===== src/rtl/icdc_mem_arbiter.sv =====
// Round-robin arbiter sharing one DRAM command/response channel between I-cache and D-cache.
// Define ARB_TIMEOUT_EN to add a response watchdog that releases a stalled read and flags arb_err.
module icdc_mem_arbiter #(
  parameter int unsigned TMO_WIDTH = 8
) (
  input  logic         clk,
  input  logic         rst_n,
  input  logic         ic_req,
  input  logic [27:0]  ic_adr,
  output logic         ic_done,
  input  logic         dc_req,
  input  logic         dc_we,
  input  logic [27:0]  dc_adr,
  input  logic [127:0] dc_wdata,
  output logic         dc_done,
  output logic         m_cmd_valid,
  input  logic         m_cmd_ready,
  output logic         m_cmd_we,
  output logic [27:0]  m_cmd_adr,
  output logic [127:0] m_wdata,
  input  logic         m_rdat_valid,
  input  logic [127:0] m_rdat_data,
  output logic         ic_rdat_valid,
  output logic         dc_rdat_valid,
  output logic [127:0] rdat_data,
  output logic         arb_busy,
  output logic         arb_err
);

  // StDack holds the write-accept pulse so the still-raised dc_req is not re-granted.
  typedef enum logic [2:0] {StIdle, StIcmd, StIwait, StDcmd, StDwait, StDack} state_e;

  state_e         state_q, state_d;
  logic           last_dc_q, last_dc_d;
  logic           cmd_we_q, cmd_we_d;
  logic [27:0]    cmd_adr_q, cmd_adr_d;
  logic [127:0]   wdata_q, wdata_d;
  logic           tmo_hit;

`ifdef ARB_TIMEOUT_EN
  logic [TMO_WIDTH-1:0] tmo_q, tmo_d;
  logic                 err_q, err_d;
  logic                 waiting;

  assign waiting = (state_q == StIwait) || (state_q == StDwait);
  assign tmo_hit = waiting && (&tmo_q);

  always_comb begin
    tmo_d = '0;
    err_d = err_q;
    if (waiting) tmo_d = tmo_q + TMO_WIDTH'(1);
    if (tmo_hit && !m_rdat_valid) err_d = 1'b1;
  end

  always_ff @(posedge clk or negedge rst_n) begin
    if (!rst_n) begin
      tmo_q <= '0;
      err_q <= 1'b0;
    end else begin
      tmo_q <= tmo_d;
      err_q <= err_d;
    end
  end

  assign arb_err = err_q;
`else
  logic [31:0] unused_tmo_width;

  assign unused_tmo_width = 32'(TMO_WIDTH);
  assign tmo_hit          = 1'b0;
  assign arb_err          = 1'b0;
`endif

  always_comb begin
    state_d       = state_q;
    last_dc_d     = last_dc_q;
    cmd_we_d      = cmd_we_q;
    cmd_adr_d     = cmd_adr_q;
    wdata_d       = wdata_q;
    m_cmd_valid   = 1'b0;
    ic_rdat_valid = 1'b0;
    dc_rdat_valid = 1'b0;
    ic_done       = 1'b0;
    dc_done       = 1'b0;
    unique case (state_q)
      StIdle: begin
        // On a tie the side that did not win last time gets the grant.
        if (dc_req && (!ic_req || !last_dc_q)) begin
          state_d   = StDcmd;
          last_dc_d = 1'b1;
          cmd_we_d  = dc_we;
          cmd_adr_d = dc_adr;
          wdata_d   = dc_wdata;
        end else if (ic_req) begin
          state_d   = StIcmd;
          last_dc_d = 1'b0;
          cmd_we_d  = 1'b0;
          cmd_adr_d = ic_adr;
          wdata_d   = '0;
        end
      end
      StIcmd: begin
        m_cmd_valid = 1'b1;
        if (m_cmd_ready) state_d = StIwait;
      end
      StIwait: begin
        ic_rdat_valid = m_rdat_valid;
        if (m_rdat_valid || tmo_hit) begin
          ic_done = 1'b1;
          state_d = StIdle;
        end
      end
      StDcmd: begin
        m_cmd_valid = 1'b1;
        if (m_cmd_ready) state_d = cmd_we_q ? StDack : StDwait;
      end
      StDwait: begin
        dc_rdat_valid = m_rdat_valid;
        if (m_rdat_valid || tmo_hit) begin
          dc_done = 1'b1;
          state_d = StIdle;
        end
      end
      StDack: begin
        dc_done = 1'b1;
        state_d = StIdle;
      end
      default: state_d = StIdle;
    endcase
  end

  always_ff @(posedge clk or negedge rst_n) begin
    if (!rst_n) begin
      state_q   <= StIdle;
      last_dc_q <= 1'b0;
      cmd_we_q  <= 1'b0;
      cmd_adr_q <= '0;
      wdata_q   <= '0;
    end else begin
      state_q   <= state_d;
      last_dc_q <= last_dc_d;
      cmd_we_q  <= cmd_we_d;
      cmd_adr_q <= cmd_adr_d;
      wdata_q   <= wdata_d;
    end
  end

  assign m_cmd_we  = cmd_we_q;
  assign m_cmd_adr = cmd_adr_q;
  assign m_wdata   = wdata_q;
  assign rdat_data = m_rdat_data;
  assign arb_busy  = (state_q != StIdle);

endmodule


===== config.mk =====
export PLATFORM = sky130hd
export DESIGN_NAME = icdc_mem_arbiter
export DESIGN_NICKNAME = d
export VERILOG_FILES = /design/src/rtl/icdc_mem_arbiter.sv
export SDC_FILE = /design/constraint.sdc
export NUM_CORES = 1
export LEC_CHECK = 0
export ABC_CLOCK_PERIOD_IN_PS = 2100
export CAP_MARGIN = 20
export CORE_AREA = 2 2 241 243
export CTS_BUF_LIST = sky130_fd_sc_hd__clkbuf_4 sky130_fd_sc_hd__clkbuf_8 sky130_fd_sc_hd__clkbuf_16
export DETAILED_ROUTE_END_ITERATION = 7
export DIE_AREA = 0 0 243 245
export GPL_TIMING_DRIVEN = 0
export SLEW_MARGIN = 20
export SYNTH_ARGS = -nofsm -noshare
export SYNTH_HDL_FRONTEND = slang
export SYNTH_SLANG_ARGS = --single-unit

===== constraint.sdc =====
create_clock -name clk -period 2.1 [get_ports clk]
set_input_delay 0.525 -clock clk [delete_from_list [all_inputs] [get_ports clk]]
set_output_delay 0.525 -clock clk [all_outputs]
set_load 0.02 [all_outputs]

==> Yosys cells after proc, flatten, opt, wreduce, memory -nomap -nowiden <==
Cells that the tools add are included.
{ "word_totals": {"inputBits": 319, "out_inout_bits": 292, "reg_bits": 161, "word_cells": 45} }
{ "classes": {"mux": 20, "n_reduce_logical": 11, "n_eq_ne": 9} }
{ "op_table": {"columns": ["op", "n"], "rows": [
  ["2-to-1 mux 128 bit", 2],
  ["2-to-1 mux 28 bit", 2],
  ["2-to-1 mux 3 bit", 5],
  ["case mux 3 bit (4 select lines)", 1],
  ["2-to-1 mux 1 bit", 9],
  ["== test 3 x 2 -> 1 bit (second input constant)", 2],
  ["== test 3 bit (second input constant)", 2],
  ["inequality test 2 bit (second input constant)", 2],
  ["AND reduction 4 bit", 1],
  ["OR reduction 2 bit", 2],
  ["== test 3 x 1 -> 1 bit (second input constant)", 1],
  ["zero test 3 bit", 1],
  ["inequality test 3 bit (second input constant)", 1],
  ["nonzero test 3 bit", 1],
  ["zero test 1 bit", 2],
  ["inequality test 2 x 1 -> 1 bit (second input constant)", 1],
  ["case mux 1 bit (2 select lines)", 1],
  ["AND reduction 2 bit", 1],
  ["nonzero test 2 bit", 1],
  ["logical AND 1 bit", 1],
  ["logical OR 1 bit", 1]
]} }

==> Longest topological paths before layout <==
{ "logic_depth": {"ltp_word": 5, "depth_mapped": 7, "depth_no_buf": 4} }

==> Worst setup path after synthesis <==
OpenSTA, ideal clock, no wires.
{ "synth_timing": {"kind": "input-to-output", "startpoint": "input m_rdat_valid", "endpoint": "output ic_rdat_valid", "t_required_ps": 1575, "slack_ps": 247, "arrival_time_ps": 1328, "cell_stages": 3, "path_cell_list": "nand2_1 > nor3_1 > buf_4"} }
{ "synth_between": {"elab_chain_len": 1} }
{ "synth_lines": {"columns": ["element", "line_no", "source"], "rows": [
  ["from (decl)", "21", "input logic m_rdat_valid,"],
  ["2-to-1 mux 1 bit", "85", "unique case (state_q)"],
  ["to (decl)", "23", "output logic ic_rdat_valid,"]
]} }
Every way passes these cells.

==> Worst setup path in the final report <==
{ "layout_timing": {"startpoint": "input ic_req", "endpoint": "register wdata_q[39] (netlist: m_wdata[39])"} }
{ "layout_between": {"elab_chain_len": 5} }
{ "layout_lines": {"columns": ["element", "line_no", "source"], "rows": [
  ["from (decl)", "8", "input logic ic_req,"],
  ["zero test 1 bit", "88", "if (dc_req && (!ic_req || !last_dc_q)) begin"],
  ["logical OR 1 bit", "88", null],
  ["logical AND 1 bit", "88", null],
  ["nonzero test 2 bit (no source line)", null, null],
  ["AND reduction 2 bit (no source line)", null, null],
  ["to (signal assigned)", "144", "wdata_q <= wdata_d;"],
  ["to (decl)", "37", "logic [127:0] wdata_q, wdata_d;"]
]} }
Several ways; a longest one is shown, not always the timed one.
A chain may end at the register's enable or synchronous reset.

==> flow_summary.ini <==
[run_status]
outcome = finished, final reports clean

[clock_tree]
post_cts_buffers = 0
cts_buffers = 17
insertion_delay_ns = 0.48
cts.sinks = 161
root_buffer = clkbuf_16
cts_tree = yes
ctsHtreeMaxLevel = 4
cts.path.max_buffers = 2
path_clk_slew_ns = 0.07

[sta]
hold_viol = 0
max_slew_margin = 0.561
fin_crit_sh = 0.992
hold_ws_ns = 0.472
fmaxAchievable_ghz = 0.480
rsz0062_at_grt = true
fin_tns_setup_ns = 0
setup-violations-final = 0
clock_skew_ns = 0.0118
worstMarginPinSlew_ns = 0.658
worst_slack_ns = 0.0163
fin_crit_ns = 2.08
drv_slew = 0

[routing]
drc_errors = 0
met1Wirelength_um = 10800
vias_per_cell = 3.49
ant_nets = 0
highest_layer = met5
dr.pass1.iters = 4
met3_length_um = 2420
via_count = 6387
wl_met2_um = 14700
routedWlPerCell_um = 15.9
drtIter0Drc = 207
drt_wl_total_um = 29000

[floorplan]
ios = 611
core.rowCount = 88
coreArea_sq_um = 57000
die_area_sq_um = 59500
start_util = 0.123
die_w_um = 243
fp.dieH_um = 245

[worst_setup_path]
r2r-end = m_cmd_adr[1]$_DFFE_PN0P_
crit_chain = clkdlybuf4s50_1 -> or2_2 -> nand2_1 -> clkbuf_4 -> clkbuf_1 -> a22o_1
slowest_delay_ns = 0.44
path_max_fanout = 10
r2r_slack_ns = 0.07
r2r_start = state_q[0]$_DFFE_PN0P_
reg2reg_depth = 6
critical_path_class = in -> reg
startpoint_type = input port
cp-end-kind = flop
required_ns = 2.51
cp_data_arrival_time_ns = 2.50
cpMaxStageDelayCell = clkdlybuf4s50_1

[pwr]
p_seq_frac = 0.303
power_density_nw_per_um2 = 1370
p_clk_frac = 0.174
leakage_uw = 0.00571
ir_worst_vdd_uv = 641
swShare = 0.393
internal-power_uw = 11200
share_comb_of_total_power = 0.523
p_switching_uw = 7230

[grt]
antenna_found_initial = 3
overflow = 0
grt_usage = 0.0952
grt_pass1_vias = 6789
grt_max_degree = 87
grt_pass1_wl_um = 41700

[synth]
synth.top_cell.area_share = 0.574
ys_top_cells_by_count = 161 x dfrtp_1, 130 x buf_4, 129 x a22o_1
syn_inst = 548
synth_area_per_cell_sq_um = 12.8
synth-edff-count = 0
synth_seq_cells = 161
ys_warn_count = 0
syn_area_sq_um = 7010
ys_seq_area_frac = 0.574
synth-async-reset-ratio = 1.00
synth_nets = 867
synth_flop_cell = dfrtp_1
synth.area.top_cells = dfrtp_1 57%, a22o_1 16%, buf_4 14%
yosysMostFrequentCell = dfrtp_1
yosys.area.top_type = dfrtp_1
yosysUniqueCellTypes = 31

[worst_hold_path]
hold_end = state_q[2]$_DFFE_PN0P_
holdPathStages = 2
hp-class = in -> reg
hp-start = m_rdat_valid

[finish]
drive_above_1_share = 0.223
layout.cells.non_filler = 1828
regArea_sq_um = 4030
fillers = 6105
area_growth_pct = 91.6
final_area_sq_um = 13400
final_nets = 1368
multi_input_area_sq_um = 1820

[placed_design]
placed_area_sq_um = 12800
place_inst = 1795
place.gp.congestion = 0.892
pre_cts_ws_ns = -1.41
port_buffers = 481
dp_hpwl_um = 22700

[flow_run]
maxCapViolCount = 0
==> area by class of cell <==
cell class,count,area share
tap,765,0.0712
clock buffer,19,0.0328
multi-input combinational,213,0.135
antenna,1,0.000186
clock inverter,13,0.0108
inverter,1,0.000279
sequential,161,0.300
buffer,172,0.0906
timing repair buffer,483,0.359
==> how the worst max path moves through the flow <==
| stage | from | endpoint | slack [ns] | cells after the start |
|---|---|---|---|---|
| floorplan | m_rdat_valid | ic_rdat_valid | 0.25 | 3 |
| global placement | rst_n | state_q[1]$_DFFE_PN0P_ | -6.55 | 1 |
| detailed placement | ic_req | m_wdata[52]$_DFFE_PN0P_ | -1.41 | 6 |
| CTS | ic_req | m_wdata[39]$_DFFE_PN0P_ | 0.0002 | 6 |
| global route | ic_req | m_wdata[40]$_DFFE_PN0P_ | -0.06 | 6 |
| finish | ic_req | m_wdata[39]$_DFFE_PN0P_ | 0.02 | 6 |
==> per-layer routing <==
| metal | GRT usage | up-vias |
|---|---|---|
| li1 | - | 2896 |
| met1 | 0.101 | 3079 |
| met2 | 0.162 | 359 |
| met3 | 0.0374 | 51 |
| met4 | 0.0541 | 2 |
| met5 | 0 | - |
==> flip-flops by register name (all words and copies together), names as in the netlist <==
signal     count
m_cmd_we       1
m_cmd_adr     28
state_q        3
m_wdata      128
last_dc_q      1
==> per-stage QoR <==
step / utilization / power (uW)
final: 0.236 / 18400
after global routing: 0.236 / 19400
after CTS: 0.235 / 18700
after detailed placement: 0.225 / 15300
after floorplan: - / 10300
after global placement: 0.224 / 15200
==> critical path: cells and delay by family <==
kind	cells	cell delay (ns)
AO/OA/AOI/OAI	1	0.20
AND/OR/NAND/NOR	2	0.56
buffers and inverters	3	1.19
==> power by group through the flow <==
stage                     Clock (uW)  Sequential, uW  Combinational, uW
after floorplan                    0            7280               3000
after global placement             0            5570               9640
after detailed placement           0            5540               9750
after CTS                       3390            5570               9740
after global routing            3470            5760              10200
final                           3200            5570               9620
==> logic make-up after synthesis <==
| logic type | after synthesis | synth area share |
|---|---|---|
| compound gates | 164 | 0.214 |
| other cells | 1 | 0.000535 |
| xor+xnor | 1 | 0.00125 |
| flops | 161 | 0.574 |
| buf+inv | 174 | 0.169 |
| simple gates | 46 | 0.0394 |
| mux | 1 | 0.00143 |
==> what timing repair did <==
action / CTS / global route
hold endpoints to repair: 24 / 0
resized for setup: 45 / 23
hold buffers: 1 / 0
endpoints found under the setup margin: 132 / 125
==> layout by cell type, fill, tap and decap left out, types with 10 or more instances in the layout <==
| master | synthesis | final |
|---|---|---|
| clkbuf_2 | 1 | 10 |
| clkbuf_1 | 26 | 12 |
| clkdlybuf4s50_1 | 0 | 467 |
| buf_4 | 130 | 133 |
| o221a_2 | 28 | 28 |
| dfrtp_1 | 161 | 160 |
| a22o_1 | 129 | 129 |
| clkbuf_16 | 0 | 17 |
| or3_1 | 28 | 28 |
| buf_2 | 12 | 13 |
Note: power is estimated with default switching activity, not from simulation.
